$ cat config.mk
export PLATFORM = sky130hd
export DESIGN_NAME = pmod_ad1_reader
export DESIGN_NICKNAME = d
export VERILOG_FILES = /design/src/rtl/pmod_ad1_reader.sv
export SDC_FILE = /design/constraint.sdc
export NUM_CORES = 1
export LEC_CHECK = 0
export CORE_MARGIN = 1.5
export CORE_UTILIZATION = 30
export CTS_CLUSTER_DIAMETER = 100
export DETAILED_ROUTE_END_ITERATION = 6
export PLACE_DENSITY_LB_ADDON = 0.12
export SKIP_CTS_REPAIR_TIMING = 1
export SKIP_LAST_GASP = 1
export SYNTH_ARGS = -nofsm -noshare
export SYNTH_HDL_FRONTEND = slang
export SYNTH_SLANG_ARGS = --single-unit
$ cat constraint.sdc
create_clock -name clk -period 1.9 [get_ports clk]
set_input_delay 0.19 -clock clk [delete_from_list [all_inputs] [get_ports clk]]
set_output_delay 0.19 -clock clk [all_outputs]
set_load 0.01 [all_outputs]
$ cat src/rtl/pmod_ad1_reader.sv
//==============================================================================
// Module   : pmod_ad1_reader
// Desc     : Capture engine for the dual-channel PmodAD1 (2x AD7476A, shared
//            nCS/sclk, separate sdata). Define PMOD_AD1_FREERUN_EN for
//            continuous conversions after the first start.
// Revision : 1.0 - initial release
//==============================================================================
`default_nettype none

module pmod_ad1_reader #(
  parameter int CLK_DIV      = 2,
  parameter int FRAME_BITS   = 16,
  parameter int DATA_BITS    = 12,
  parameter int QUIET_CYCLES = 4
) (
  input  logic                 clk,
  input  logic                 reset,
  input  logic                 start,
  input  logic                 sdata0,
  input  logic                 sdata1,
  output logic                 sclk,
  output logic                 nCS,
  output logic [DATA_BITS-1:0] data0,
  output logic [DATA_BITS-1:0] data1,
  output logic                 valid,
  output logic                 busy
);

  localparam int c_DIV_W   = $clog2(CLK_DIV + 1);
  localparam int c_BIT_W   = (FRAME_BITS > 1) ? $clog2(FRAME_BITS) : 1;
  localparam int c_QUIET_W = (QUIET_CYCLES > 1) ? $clog2(QUIET_CYCLES) : 1;

  localparam logic [c_DIV_W-1:0]   c_DIV_SETUP  = c_DIV_W'(CLK_DIV);
  localparam logic [c_DIV_W-1:0]   c_DIV_HALF   = c_DIV_W'(CLK_DIV - 1);
  localparam logic [c_BIT_W-1:0]   c_BIT_LAST   = c_BIT_W'(FRAME_BITS - 1);
  localparam logic [c_QUIET_W-1:0] c_QUIET_LAST = c_QUIET_W'(QUIET_CYCLES - 1);

  typedef enum logic [1:0] {
    S_IDLE     = 2'd0,
    S_CS_SETUP = 2'd1,
    S_SHIFT    = 2'd2,
    S_QUIET    = 2'd3
  } state_t;

  state_t                r_state;
  logic [c_DIV_W-1:0]    r_div;
  logic [c_BIT_W-1:0]    r_bit_cnt;
  logic [c_QUIET_W-1:0]  r_quiet_cnt;
  logic [DATA_BITS-1:0]  r_shift0;
  logic [DATA_BITS-1:0]  r_shift1;
  logic [DATA_BITS-1:0]  r_data0;
  logic [DATA_BITS-1:0]  r_data1;
  logic                  r_sclk;
  logic                  r_ncs;
  logic                  r_valid;
  logic                  r_busy;

  logic                  w_half_done;

  assign w_half_done = (r_div == c_DIV_HALF);

  // Shift registers are only DATA_BITS wide: the leading frame bits simply
  // fall off the top, so the low DATA_BITS of the frame remain at the end.
  always_ff @(posedge clk or negedge reset) begin
    if (!reset) begin
      r_state     <= S_IDLE;
      r_div       <= '0;
      r_bit_cnt   <= '0;
      r_quiet_cnt <= '0;
      r_shift0    <= '0;
      r_shift1    <= '0;
      r_data0     <= '0;
      r_data1     <= '0;
      r_sclk      <= 1'b1;
      r_ncs       <= 1'b1;
      r_valid     <= 1'b0;
      r_busy      <= 1'b0;
    end else begin
      r_valid <= 1'b0;
      case (r_state)
        S_IDLE: begin
          r_ncs  <= 1'b1;
          r_sclk <= 1'b1;
          if (start) begin
            r_state <= S_CS_SETUP;
            r_ncs   <= 1'b0;
            r_busy  <= 1'b1;
            r_div   <= '0;
          end
        end

        // Counts 0..CLK_DIV so nCS leads the first sclk fall by one extra cycle.
        S_CS_SETUP: begin
          if (r_div == c_DIV_SETUP) begin
            r_state <= S_SHIFT;
            r_div   <= '0;
            r_sclk  <= 1'b0;
          end else begin
            r_div <= r_div + 1'b1;
          end
        end

        // r_bit_cnt indexes the current sclk period; it advances on the fall
        // that opens the next period so it never has to hold FRAME_BITS.
        S_SHIFT: begin
          if (!w_half_done) begin
            r_div <= r_div + 1'b1;
          end else begin
            r_div <= '0;
            if (!r_sclk) begin
              r_sclk   <= 1'b1;
              r_shift0 <= {r_shift0[DATA_BITS-2:0], sdata0};
              r_shift1 <= {r_shift1[DATA_BITS-2:0], sdata1};
            end else if (r_bit_cnt == c_BIT_LAST) begin
              r_state     <= S_QUIET;
              r_ncs       <= 1'b1;
              r_bit_cnt   <= '0;
              r_quiet_cnt <= '0;
              r_data0     <= r_shift0;
              r_data1     <= r_shift1;
              r_valid     <= 1'b1;
            end else begin
              r_sclk    <= 1'b0;
              r_bit_cnt <= r_bit_cnt + 1'b1;
            end
          end
        end

        S_QUIET: begin
          r_ncs  <= 1'b1;
          r_sclk <= 1'b1;
          if (r_quiet_cnt == c_QUIET_LAST) begin
            r_quiet_cnt <= '0;
`ifdef PMOD_AD1_FREERUN_EN
            r_state <= S_CS_SETUP;
            r_ncs   <= 1'b0;
            r_div   <= '0;
`else
            r_state <= S_IDLE;
            r_busy  <= 1'b0;
`endif
          end else begin
            r_quiet_cnt <= r_quiet_cnt + 1'b1;
          end
        end

        default: begin
          r_state <= S_IDLE;
          r_ncs   <= 1'b1;
          r_sclk  <= 1'b1;
          r_busy  <= 1'b0;
        end
      endcase
    end
  end

  assign sclk  = r_sclk;
  assign nCS   = r_ncs;
  assign data0 = r_data0;
  assign data1 = r_data1;
  assign valid = r_valid;
  assign busy  = r_busy;

endmodule

`default_nettype wire

==> impl_metrics.json <==
{
  "postRouteAntennaNets": 0,
  "route.met3.wl_um": 160,
  "p_leak_nw": 1.519,
  "io-pin-count": 33,
  "seq_area_frac_synth_pct": 57.63,
  "setup_violations": 0,
  "first_global_vias": 1575,
  "vias": 1561,
  "synth_area_um2": 2696,
  "crit_required_ps": 2120,
  "drive_above_1_share_pct": 35.90,
  "dr.pass1.iters": 6,
  "initial_core_util_pct": 30.92,
  "synth_fp_nets": 199,
  "timing.fmax_mhz": 549.8,
  "cts_htree_levels": 3,
  "synth_top_area_cell": "dfrtp_1",
  "p_sw_mw": 0.5495,
  "grt_antenna_before_repair": 0,
  "synth_top_cell_area_share_pct": 55.68,
  "end_kind": "flop",
  "critPathLaunch": "r_state[0]$_DFFE_PN0P_",
  "dpl_cell_area_um2": 3179,
  "p_comb_share_pct": 2.5,
  "peakVddDrop_uv": 281.8,
  "die_area_um2": 9566,
  "path_max_fanout": 9,
  "grt_setup_unrepaired": "true",
  "post-route-period-util_pct": 95.72,
  "final_cell_mix": "59 x dfrtp_1, 32 x mux2_2, 31 x clkdlybuf4s50_1, 18 x mux2_4, 12 x clkbuf_8",
  "synth_cells": 185,
  "die_w_um": 97.81,
  "post-route-util_pct": 39.38,
  "power.clock.fraction_pct": 45.7,
  "grt_first_pass_wirelength_um": 8135,
  "p_sw_share_pct": 20.89,
  "met2WireLength_um": 2061,
  "num_rows": 34,
  "drc_errors": 0,
  "die_y_um": 97.81,
  "n_fill_cell": 828,
  "synth_area_leaders": "dfrtp_1 56%, mux2_2 13%, mux2_4 10%",
  "dpl.hpwl_um": 3067,
  "worst_slew_pin_slew_ps": 482.5,
  "start_kind": "flop",
  "insertion_delay_ps": 340,
  "numCtsBuffers": 9,
  "pwr_density_cell_nw_per_um2": 765.8,
  "synthToLayoutAreaGrowth_pct": 27.38,
  "critPathKind": "reg2reg",
  "clk_transition_reported_paths_ps": 70,
  "drv_cap": 0,
  "finalMaxSlewViolations": 0,
  "synth.distinct_cells": 35,
  "cts_buffer_depth": 2,
  "place.gp.congestion": 0.7327,
  "status": "complete, no violations",
  "final_area_um2": 3435,
  "avgSynthCellArea_um2": 14.57,
  "cp.arrival_ps": 2040,
  "core_area_um2": 8721,
  "layout_commonest_cell": "dfrtp_1",
  "r2r-start": "r_state[0]$_DFFE_PN0P_",
  "maxSlewHeadroom_pct": 67.83,
  "track_usage_pct": 10.96,
  "period_needed_ps": 1819,
  "synth_warnings": 0,
  "num_antenna_cells": 0,
  "io_buffers": 32,
  "grt_max_degree": 45,
  "cts.sinks": 62,
  "top_layer": "met4",
  "dr.first_iter.drc_count": 38,
  "grt_overflow": 0,
  "wl_um": 4750,
  "vias_per_cell": 4.564,
  "report.final.hold_viol_count": 0,
  "cts_root_buf": "clkbuf_8",
  "wl_met1_um": 2411,
  "cts_tree": "yes",
  "finClkSkew_ps": 10.98,
  "synth.ff_latch_count": 62,
  "min_path_type": "in2async",
  "fin_nets": 244,
  "wl_per_cell_um": 13.89,
  "internal_power_mw": 2.081,
  "p_seq_share_pct": 51.9
}
==> cells in the mapped netlist (all sizes together) <==
| cell | n |
|---|---|
| ha | 9 |
| xnor2 | 1 |
| a31oi | 2 |
| nor4b | 1 |
| nor2b | 2 |
| a32o | 2 |
| a21o | 1 |
| mux2i | 1 |
| and2 | 1 |
| dfstp | 2 |
| and4b | 1 |
| dfrtp | 60 |
| o22ai | 1 |
| or2 | 1 |
| o221ai | 1 |
| nand3 | 3 |
| o21ai | 5 |
| and3 | 1 |
| a221oi | 1 |
| nand2b | 3 |
| nand4 | 1 |
| inv | 8 |
| nand2 | 3 |
| o31ai | 1 |
| a21oi | 5 |
| buf | 7 |
| mux2 | 51 |
| nor2 | 6 |
| nor3 | 3 |
| clkbuf | 1 |
==> path summary, 6_finish.rpt <==
check | slack [ps] | depth (start not counted) | endpoint
min in group clk | 460 | 2 | r_shift0[0]$_DFFE_PN0P_
worst max-delay path | 80 | 6 | data1[6]$_DFFE_PN0P_
max in group asynchronous | 900 | 3 | sclk$_DFFE_PN1P_
worst min register to register | 500 | 1 | r_quiet_cnt[1]$_DFFE_PN0P_
worst min-delay path | 340 | 2 | data0[2]$_DFFE_PN0P_
worst max register to register | 80 | 6 | data1[6]$_DFFE_PN0P_
==> layout make-up <==
| type | count | area (um^2) | share of cell area, % |
|---|---|---|---|
| clock buffers | 12 | 165.2 | 4.809 |
| flip-flops and latches | 62 | 1555 | 45.28 |
| inverters | 8 | 30.03 | 0.8743 |
| multi-input cells | 107 | 1055 | 30.71 |
| well taps | 108 | 135.1 | 3.934 |
| repair buffers | 42 | 451.7 | 13.15 |
| clock inverters | 3 | 42.54 | 1.239 |
==> critical path, stage by stage (launching register included) <==
cell and delay, ps:
dfrtp_1 430, inv_2 130, ha_4 200, and4b_1 220
and2_4 230, buf_6 180, mux2_4 310
==> cell families (layout without fill, tap and decap cells) <==
family          count (synthesis)  count (layout)  share of synthesized area (%)
flops                          62              62                          57.63
mux                            52              52                          24.18
simple gates                   26              26                          5.337
compound gates                 19              19                          4.641
buf+inv                        16              65                          3.712
fa+ha+maj                       9               9                          4.176
xor+xnor                        1               1                         0.3249
==> through the flow <==
step                power (mW)  setup WS (ps)  hold WS, ps  std cells  setup TNS (ps)
global placement         1.455          79.30        177.8        324               0
detailed placement       1.456          67.07        180.4        324               0
CTS                      2.682          52.08       -201.0        339               0
global route             2.745         -14.56        388.4        342          -33.21
floorplan                1.407          14.33       -105.6        185               0
finish                   2.630          81.31        337.9        342               0
==> per-layer routing <==
layer	track usage [%]	vias up
met5	0	-
met4	6.923	0
met3	3.293	10
met2	14.74	25
met1	15.29	787
li1	-	739
==> sequential cells by signal, summed over array words and instances, names as in the netlist, 2 cells and up <==
name         count
r_shift1        12
r_quiet_cnt      2
r_shift0        12
data0           12
r_state          2
data1           12
r_bit_cnt        4
r_div            2
==> power groups by stage <==
stage | clock [mW] | combinational (mW) | sequential, mW
5_1_grt | 1.30 | 0.0734 | 1.37
4_1_cts | 1.25 | 0.0663 | 1.36
6_report | 1.20 | 0.0645 | 1.37
3_5_place_dp | 0 | 0.0663 | 1.39
3_3_place_gp | 0 | 0.0657 | 1.39
2_1_floorplan | 0 | 0.0234 | 1.38
(Power assumes the default switching activity.)
